**src/rtl/seg7_scan_decoder_if.sv**
```systemverilog
// Scanned 7-segment display bus: digit select and segment pattern in,
// decoded per-digit values and status pulses out.
interface seg7_scan_decoder_if #(parameter int NDIG = 4);
  logic [NDIG-1:0]   an;
  logic [6:0]        seg;
  logic [4*NDIG-1:0] hex;
  logic [NDIG-1:0]   valid;
  logic [NDIG-1:0]   err;
  logic              upd;
  logic              frame_done;
  logic              an_err;

  modport master (output an, seg, input hex, valid, err, upd, frame_done, an_err);
  modport slave  (input an, seg, output hex, valid, err, upd, frame_done, an_err);
endinterface

```
**src/rtl/seg7_scan_decoder.sv**
```systemverilog
// Recovers hex digits from a multiplexed 7-segment scan: each digit's pattern
// must repeat on STABLE consecutive visits before it is committed.
module seg7_digit #(parameter int STABLE = 2) (
  input  logic       clk,
  input  logic       rst,
  input  logic       visit,
  input  logic [6:0] seg,
  output logic [3:0] hex,
  output logic       valid,
  output logic       err,
  output logic       chg
);
  logic [6:0] cand;
  logic [2:0] cnt, cnt_nx;
  logic       match, commit, legal;
  logic [3:0] code, hex_nx;
  logic       valid_nx, err_nx;

  // {legal, value}
  function automatic logic [4:0] decode(input logic [6:0] p);
    case (p)
      7'h7E: return 5'h10;  7'h30: return 5'h11;  7'h6D: return 5'h12;  7'h79: return 5'h13;
      7'h33: return 5'h14;  7'h5B: return 5'h15;  7'h5F: return 5'h16;  7'h70: return 5'h17;
      7'h7F: return 5'h18;  7'h7B: return 5'h19;  7'h77: return 5'h1A;  7'h1F: return 5'h1B;
      7'h4E: return 5'h1C;  7'h3D: return 5'h1D;  7'h4F: return 5'h1E;  7'h47: return 5'h1F;
      default: return 5'h00;
    endcase
  endfunction

  always_comb begin
    match  = (seg == cand);
    cnt_nx = match ? ((cnt == 3'(STABLE)) ? cnt : cnt + 3'd1) : 3'd1;
    // a saturated matching visit is not a new commit
    commit = visit && (cnt_nx == 3'(STABLE)) && !(match && cnt == 3'(STABLE));
    {legal, code} = decode(seg);
    hex_nx   = hex;
    valid_nx = valid;
    err_nx   = err;
    if (commit) begin
      if (legal) begin
        hex_nx   = code;
        valid_nx = 1'b1;
        err_nx   = 1'b0;
      end else begin
        valid_nx = 1'b0;
        err_nx   = 1'b1;
      end
    end
    chg = ({hex_nx, valid_nx, err_nx} != {hex, valid, err});
  end

  always_ff @(posedge clk or posedge rst) begin
    if (rst) begin
      cand  <= '0;
      cnt   <= '0;
      hex   <= '0;
      valid <= 1'b0;
      err   <= 1'b0;
    end else begin
      if (visit) begin
        cand <= seg;
        cnt  <= cnt_nx;
      end
      hex   <= hex_nx;
      valid <= valid_nx;
      err   <= err_nx;
    end
  end
endmodule

module seg7_scan_decoder #(
  parameter int NDIG   = 4,
  parameter int STABLE = 2
) (
  input logic           clk,
  input logic           rst,
  seg7_scan_decoder_if.slave bus
);
  logic [NDIG-1:0]       prev_an, seen, seen_nx, visit, chg, valid_d, err_d;
  logic [NDIG-1:0][3:0]  hex_d;
  logic                  onehot, multi, upd_q, fd_q, ae_q;

  always_comb begin
    onehot  = (bus.an != '0) && ((bus.an & (bus.an - NDIG'(1))) == '0);
    multi   = (bus.an != '0) && !onehot;
    // a held select is one visit; blanking in between makes the next one fresh
    visit   = (onehot && (bus.an != prev_an)) ? bus.an : '0;
    seen_nx = seen | visit;
  end

  always_ff @(posedge clk or posedge rst) begin
    if (rst) begin
      prev_an <= '0;
      seen    <= '0;
      upd_q   <= 1'b0;
      fd_q    <= 1'b0;
      ae_q    <= 1'b0;
    end else begin
      prev_an <= bus.an;
      ae_q    <= multi;
      upd_q   <= |chg;
      fd_q    <= (visit != '0) && (&seen_nx);
      seen    <= (&seen_nx) ? '0 : seen_nx;
    end
  end

  for (genvar d = 0; d < NDIG; d++) begin : g_dig
    seg7_digit #(.STABLE(STABLE)) u_dig (
      .clk   (clk),
      .rst   (rst),
      .visit (visit[d]),
      .seg   (bus.seg),
      .hex   (hex_d[d]),
      .valid (valid_d[d]),
      .err   (err_d[d]),
      .chg   (chg[d])
    );
  end

  assign bus.hex        = hex_d;
  assign bus.valid      = valid_d;
  assign bus.err        = err_d;
  assign bus.upd        = upd_q;
  assign bus.frame_done = fd_q;
  assign bus.an_err     = ae_q;
endmodule

```
**src/flat_wrapper.sv**
```systemverilog
// flat-port wrapper written by rule: the top's interface ports become plain ports
module seg7_scan_decoder_flat 
#(
  parameter int NDIG   = 4,
  parameter int STABLE = 2
)
  (clk, rst, bus_an, bus_seg, bus_hex, bus_valid, bus_err, bus_upd, bus_frame_done, bus_an_err);
  seg7_scan_decoder_if #(.NDIG(NDIG)) bus_i ();
  input logic clk;
  input logic rst;
  input wire logic [$bits(bus_i.an)-1:0] bus_an;
  input wire logic [$bits(bus_i.seg)-1:0] bus_seg;
  output wire logic [$bits(bus_i.hex)-1:0] bus_hex;
  output wire logic [$bits(bus_i.valid)-1:0] bus_valid;
  output wire logic [$bits(bus_i.err)-1:0] bus_err;
  output wire logic [$bits(bus_i.upd)-1:0] bus_upd;
  output wire logic [$bits(bus_i.frame_done)-1:0] bus_frame_done;
  output wire logic [$bits(bus_i.an_err)-1:0] bus_an_err;
  assign bus_i.an = bus_an;
  assign bus_i.seg = bus_seg;
  assign bus_hex = bus_i.hex;
  assign bus_valid = bus_i.valid;
  assign bus_err = bus_i.err;
  assign bus_upd = bus_i.upd;
  assign bus_frame_done = bus_i.frame_done;
  assign bus_an_err = bus_i.an_err;
  seg7_scan_decoder #(.NDIG(NDIG), .STABLE(STABLE)) u_core (.clk(clk), .rst(rst), .bus(bus_i));
endmodule
```
**config.mk**
```make
export PLATFORM = sky130hd
export DESIGN_NAME = seg7_scan_decoder_flat
export DESIGN_NICKNAME = d
export VERILOG_FILES = /design/src/rtl/seg7_scan_decoder_if.sv /design/src/rtl/seg7_scan_decoder.sv /design/src/flat_wrapper.sv
export SDC_FILE = /design/constraint.sdc
export NUM_CORES = 1
export LEC_CHECK = 0
export BUFFER_PORTS_ARGS = -buffer_cell sky130_fd_sc_hd__buf_4
export CORE_ASPECT_RATIO = 0.7
export CORE_MARGIN = 2
export CORE_UTILIZATION = 60
export DETAILED_ROUTE_END_ITERATION = 6
export PLACE_DENSITY_LB_ADDON = 0.12
export SETUP_SLACK_MARGIN = 0.1
export SYNTH_ARGS = -nofsm -noshare
export SYNTH_HDL_FRONTEND = slang
export SYNTH_SLANG_ARGS = --single-unit
```
**constraint.sdc**
```tcl
create_clock -name clk -period 4.2 [get_ports clk]
set_input_delay 0.42 -clock clk [delete_from_list [all_inputs] [get_ports clk]]
set_output_delay 0.42 -clock clk [all_outputs]
set_load 0.01 [all_outputs]
```
# [Word-level counts from Yosys, hierarchy flattened]
# Cells that the tools add are included.
[word_totals] inputBits=13 out_inout_bits=27 ff_bits=75
[op_classes] addsub=5 muxes=29 n_bitwise=2 reduce_logical=26 eq_ne=33
[ops] op="$eq A7 B7 Y1 const B" n=12
[ops] op="$pmux W5 S16" n=1
[ops] op="$mux W4" n=10
[ops] op="$eq A7 B7 Y1" n=4
[ops] op="$eq A3 B2 Y1 const B" n=8
[ops] op="$mux W3" n=8
[ops] op="$ne A6 B6 Y1" n=4
[ops] op="$eq A7 B6 Y1 const B" n=3
[ops] op="$logic_and A1 B1 Y1" n=16
[ops] op="$add A3 B1 Y3 const B" n=4
[ops] op="$mux W1" n=10
[ops] op="$reduce_bool A4 Y1" n=2
[ops] op="$eq A7 B5 Y1 const B" n=1
[ops] op="$logic_not A1 Y1" n=5
[ops] op="$and A4 B4 Y4" n=1
[ops] op="$logic_not A4 Y1" n=1
[ops] op="$ne A4 B4 Y1" n=1
[ops] op="$or A4 B4 Y4" n=1
[ops] op="$reduce_and A4 Y1" n=1
[ops] op="$reduce_or A4 Y1" n=1
[ops] op="$sub A4 B1 Y4 const B" n=1

# [Longest topological paths before layout]
[logic_depth] ltp_word=11 ltp_mapped=11 depth_no_buf=10

# [Cells and area by module]
# From an unflattened synthesis, not the netlist that was laid out.
[unflattened] cells_unflattened=564 area_unflattened_um2=5332.6
[modules_own_cells] mod="seg7_digit" n_inst=4 area_each_um2=1179.9 seq_area_each_um2=400.4 cells_each=129
[modules_own_cells] mod="seg7_scan_decoder" n_inst=1 area_each_um2=613.1 seq_area_each_um2=275.3 cells_each=48

# [Least setup slack after synthesis]
# Ideal clock, no wire load.
[synth_timing] path_kind="input -> register" start="input bus_an[2]" end="register u_core.g_dig[3].u_dig.hex[2]" stages=9 slack_ns=1.761 arrival_ns=2.314 required_time_ns=4.075 cell_sequence="buf_4 > xor2_1 > nor4_4 > or4_1 > buf_2 > nor2_2 > nand3_1 > nor2_2 > mux2_2"
[synth_between] elab_chain_len=9 word_cells_on_any_way=11
[synth_rtl] element="start, declared" line_no="flat_wrapper.sv:11" rtl="input wire logic [$bits(bus_i.an)-1:0] bus_an;"
[synth_rtl] element="$sub A4 B1 Y4" line_no="seg7_scan_decoder.sv:84" rtl="onehot = (bus.an != '0) && ((bus.an & (bus.an - NDIG'(1))) == '0);"
[synth_rtl] element="$and A4 B4 Y4" line_no="seg7_scan_decoder.sv:84"
[synth_rtl] element="$logic_not A4 Y1" line_no="seg7_scan_decoder.sv:84"
[synth_rtl] element="$logic_and A1 B1 Y1" line_no="seg7_scan_decoder.sv:84"
[synth_rtl] element="$logic_and A1 B1 Y1 (*)" line_no="seg7_scan_decoder.sv:87" rtl="visit = (onehot && (bus.an != prev_an)) ? bus.an : '0;"
[synth_rtl] element="$mux W4 (*)" line_no="seg7_scan_decoder.sv:87"
[synth_rtl] element="$logic_and A1 B1 Y1 (*) (2 in series)" line_no="seg7_scan_decoder.sv:34" rtl="commit = visit && (cnt_nx == 3'(STABLE)) && !(match && cnt == 3'(STABLE));"
[synth_rtl] element="$mux W4 (*)" line_no="seg7_scan_decoder.sv:39" rtl="if (commit) begin"
[synth_rtl] element="named net u_core.g_dig[3].u_dig.hex_nx[2]" line_no="seg7_scan_decoder.sv:16" rtl="logic [3:0] code, hex_nx;"
[synth_rtl] element="end signal, assigned" line_no="seg7_scan_decoder.sv:64" rtl="hex <= hex_nx;"
[synth_rtl] element="end, declared" line_no="seg7_scan_decoder.sv:8" rtl="output logic [3:0] hex,"
# Mark *: on every way through the listed nets, which the timed path passes. The rest lies on a longest branch.
# A chain may end at the register's enable or synchronous reset.

# [Final worst setup path]
[layout_timing] start="register u_core.prev_an[1]" end="register u_core.upd_q (netlist: u_core.bus.upd)"
[layout_between] elab_chain_len=8 word_cells_on_any_way=28
[layout_rtl] element="start, declared" line_no="seg7_scan_decoder.sv:79" rtl="logic [NDIG-1:0] prev_an, seen, seen_nx, visit, chg, valid_d, err_d;"
[layout_rtl] element="start signal, assigned" line_no="seg7_scan_decoder.sv:99" rtl="prev_an <= bus.an;"
[layout_rtl] element="$ne A4 B4 Y1 (*)" line_no="seg7_scan_decoder.sv:87"
[layout_rtl] element="$logic_and A1 B1 Y1 (*)" line_no="seg7_scan_decoder.sv:87"
[layout_rtl] element="$mux W4 (*)" line_no="seg7_scan_decoder.sv:87"
[layout_rtl] element="$logic_and A1 B1 Y1 (2 in series)" line_no="seg7_scan_decoder.sv:34"
[layout_rtl] element="$mux W1 or $mux W4 (tied branches)" line_no="seg7_scan_decoder.sv:39"
[layout_rtl] element="$ne A6 B6 Y1" line_no="seg7_scan_decoder.sv:49" rtl="chg = ({hex_nx, valid_nx, err_nx} != {hex, valid, err});"
[layout_rtl] element="$reduce_or A4 Y1 (*)" line_no="seg7_scan_decoder.sv:101" rtl="upd_q <= |chg;"
[layout_rtl] element="end signal, assigned" line_no="seg7_scan_decoder.sv:101"
[layout_rtl] element="end, declared" line_no="seg7_scan_decoder.sv:81" rtl="logic onehot, multi, upd_q, fd_q, ae_q;"
# Every way passes the cells marked *; elsewhere a longest branch is shown, timed or not.

==> impl_metrics.py <==
metrics = {
    "floorplan": {
        "die_width_um": 107,
        "rows": 26,
        "die-area_um2": 8070,
        "io_pins": 40,
        "die_h_um": 75.8,
        "core-area_um2": 7220,
        "start_util": 0.611,
    },
    "pwr": {
        "p_per_area_nw_per_um2": 373,
        "seq_power_share": 0.484,
        "swShare": 0.273,
        "power.leakage_nw": 2.21,
        "power_frac_clock": 0.348,
        "irDropWorstVdd_v": 0.000229,
        "internal_power_mw": 1.32,
        "combPwrFrac": 0.168,
        "power_switching_uw": 495,
    },
    "global_route": {
        "grt_antenna_before_repair": 0,
        "grt_pass1_vias": 3202,
        "track_usage": 0.261,
        "grt_max_degree": 41,
        "gr-total-overflow": 0,
        "grt_pass1_wl_mm": 16.1,
    },
    "sta": {
        "finalSetupViolCount": 0,
        "fmax_mhz": 336,
        "finalSetupTns_ns": 0,
        "finalMaxSlewViolations": 0,
        "period_needed_ns": 2.98,
        "hold_violations": 0,
        "post-route-period-util": 0.709,
        "rsz0062_at_grt": "no",
        "worst_slew_pin_slew_ns": 0.781,
        "finClkSkew_ns": 0.00850,
        "slew_headroom": 0.478,
    },
    "synth": {
        "synthCells": 479,
        "syn_nets": 500,
        "synth_cell_types": 64,
        "synth_area_per_cell_um2": 9.22,
        "synth_warnings": 0,
        "synth_seq_cells": 75,
        "synth_most_common_cell": "dfrtp_1",
        "synth_area_leader_cell": "dfrtp_1",
        "yosysSeqAreaShare": 0.425,
        "yosysTopAreaCellShare": 0.425,
        "synth.cell_area_um2": 4410,
        "synthFlopType": "dfrtp_1",
        "synth_edf_count": 0,
        "synthTopCellsByCount": "75 x dfrtp_1, 74 x nand2_1, 36 x nor2_1, 30 x a21oi_1, 19 x mux2_2",
        "synthTopCellsByArea": "dfrtp_1 43%, nand2_1 6.3%, mux2_2 4.8%",
        "synth_async_sr_flop_share": 1.00,
    },
    "route": {
        "vias_per_cell": 5.97,
        "vias": 3574,
        "drt_pre_antenna_iters": 5,
        "routedWlPerCell_um": 16.8,
        "drtIter0Drc": 373,
        "drtAntennaViolNets": 0,
        "drc_errors": 0,
        "totalWireLength_mm": 10.1,
    },
    "cts": {
        "numClockSinks": 75,
        "clock_latency_ns": 0.35,
        "root_buffer": "clkbuf_8",
        "cts.path.max_buffers": 2,
        "htreeDepth": 3,
        "clk_pin_slew_ns": 0.08,
        "cts_setup_buffers": 0,
        "cts_resized": 0,
        "ctsHoldBuffers": 0,
        "tritoncts": "yes",
        "numCtsBuffers": 9,
    },
    "placement": {
        "dpl.hpwl_mm": 6.99,
        "placed_area_um2": 4630,
        "gp_routability_congestion": 0.844,
        "numPortBuffers": 39,
    },
    "outcome": {
        "status": "finished, final reports clean",
    },
    "worst_setup_path": {
        "cp-end-kind": "flip-flop",
        "path_class": "flip-flop to flip-flop",
        "worstPathMaxFanout": 15,
        "setup.worst_path.start_class": "flip-flop",
        "required_ns": 4.42,
        "cp.arrival_ns": 3.20,
    },
    "layout": {
        "nets": 517,
        "final_layout_size_suffix_gt1_frac": 0.186,
        "postLayoutCellArea_um2": 4860,
        "syn2layout_area_growth_pct": 10.1,
        "antenna_cells": 0,
    },
    "flow_run": {
        "maxCapViolations": 0,
    },
    "hold_path": {
        "hold_path_class": "input pin to async pin",
    },
}
## final timing paths
| kind | startpoint | end | slack (ns) | depth (start not counted) |
|---|---|---|---|---|
| worst min-delay path | rst | u_core.g_dig[2].u_dig.hex[2] | 0.22 | 2 |
| min in group clk | bus_an[0] | u_core.prev_an[0] | 0.23 | 1 |
| worst max-delay path | u_core.prev_an[1] | u_core.bus.upd | 1.22 | 8 |
| worst max register to register | u_core.prev_an[1] | u_core.bus.upd | 1.22 | 8 |
| worst min register to register | u_core.g_dig[0].u_dig.cand[3] | u_core.g_dig[0].u_dig.cand[3] | 0.50 | 2 |
| max in group asynchronous | rst | u_core.g_dig[0].u_dig.cnt[1] | 2.96 | 3 |
## per-layer routing
metal,track usage,vias up,wire [µm]
met5,0,-,0
met2,0.401,125,4470
met4,0.0664,0,127
met3,0.0530,11,592
met1,0.383,1737,4910
li1,-,1701,-
## metrics by stage
step | power (mW) | utilization | hold slack, ns | setup slack, ns | std cells
after CTS | 1.83 | 0.673 | 0.221 | 1.24 | 599
after global placement | 1.18 | 0.642 | 0.478 | 1.20 | 583
after detailed placement | 1.19 | 0.642 | 0.483 | 1.05 | 583
after floorplan | 1.12 | - | 0.451 | 1.76 | 479
after global routing | 1.90 | 0.673 | 0.221 | 1.01 | 599
final | 1.81 | 0.673 | 0.215 | 1.22 | 599
## power groups by stage
stage | registers, mW | clock network, mW | logic (mW)
after global routing | 0.885 | 0.671 | 0.344
after global placement | 0.884 | 0 | 0.294
final | 0.876 | 0.631 | 0.305
after detailed placement | 0.889 | 0 | 0.305
after floorplan | 0.876 | 0 | 0.246
after CTS | 0.875 | 0.644 | 0.307
## final cells by class
class	instances	area, µm²
clock inverter	4	72.6
multi-input combinational	351	2260
inverter	17	63.8
sequential	75	1880
fill	575	2360
tap	98	123
timing repair buffer	42	315
clock buffer	12	155
## sequential cells by signal, indices dropped and copies added (netlist names)
register                  cells
u_core.prev_an                4
u_core.bus.upd                1
u_core.bus.frame_done         1
u_core.g_dig.u_dig.hex       16
u_core.g_dig.u_dig.cand      28
u_core.seen                   4
u_core.g_dig.u_dig.valid      4
u_core.g_dig.u_dig.cnt       12
u_core.g_dig.u_dig.err        4
u_core.bus.an_err             1
## placed cells by master (no fill, tap or decap), drive strengths merged, types with 6 or more instances in the layout
| cell | count |
|---|---|
| clkbuf | 12 |
| inv | 17 |
| nand4 | 9 |
| ha | 8 |
| nand2b | 9 |
| nand3b | 6 |
| buf | 42 |
| dfrtp | 75 |
| nand3 | 8 |
| xnor2 | 14 |
| o22ai | 6 |
| a21oi | 30 |
| o21ai | 17 |
| nand2 | 74 |
| nor3 | 12 |
| nor2 | 39 |
| xor2 | 21 |
| or3 | 6 |
| nor4 | 12 |
| mux2 | 19 |
## critical path, stage by stage, from the launching register on
cell       delay [ns]
dfrtp_1          0.40
xor2_2           0.16
nor4_4           0.42
or3_1            0.61
nor4_1           0.22
a222oi_1         0.41
a41oi_1          0.20
a2111oi_2        0.31
nand4_1          0.13
## cell families (layout without fill, tap and decap cells)
kind of cell / Yosys count / after routing / share of synthesized area
and+or+nand+nor: 199 / 199 / 0.228
adders and majority gates: 8 / 8 / 0.0227
buffers and inverters: 53 / 75 / 0.0638
muxes: 20 / 20 / 0.0516
xor gates and xnor gates: 35 / 35 / 0.0745
AOI/OAI and AO/OA: 89 / 89 / 0.134
DFF: 75 / 75 / 0.425
Note: power is estimated with default switching activity, not from simulation.
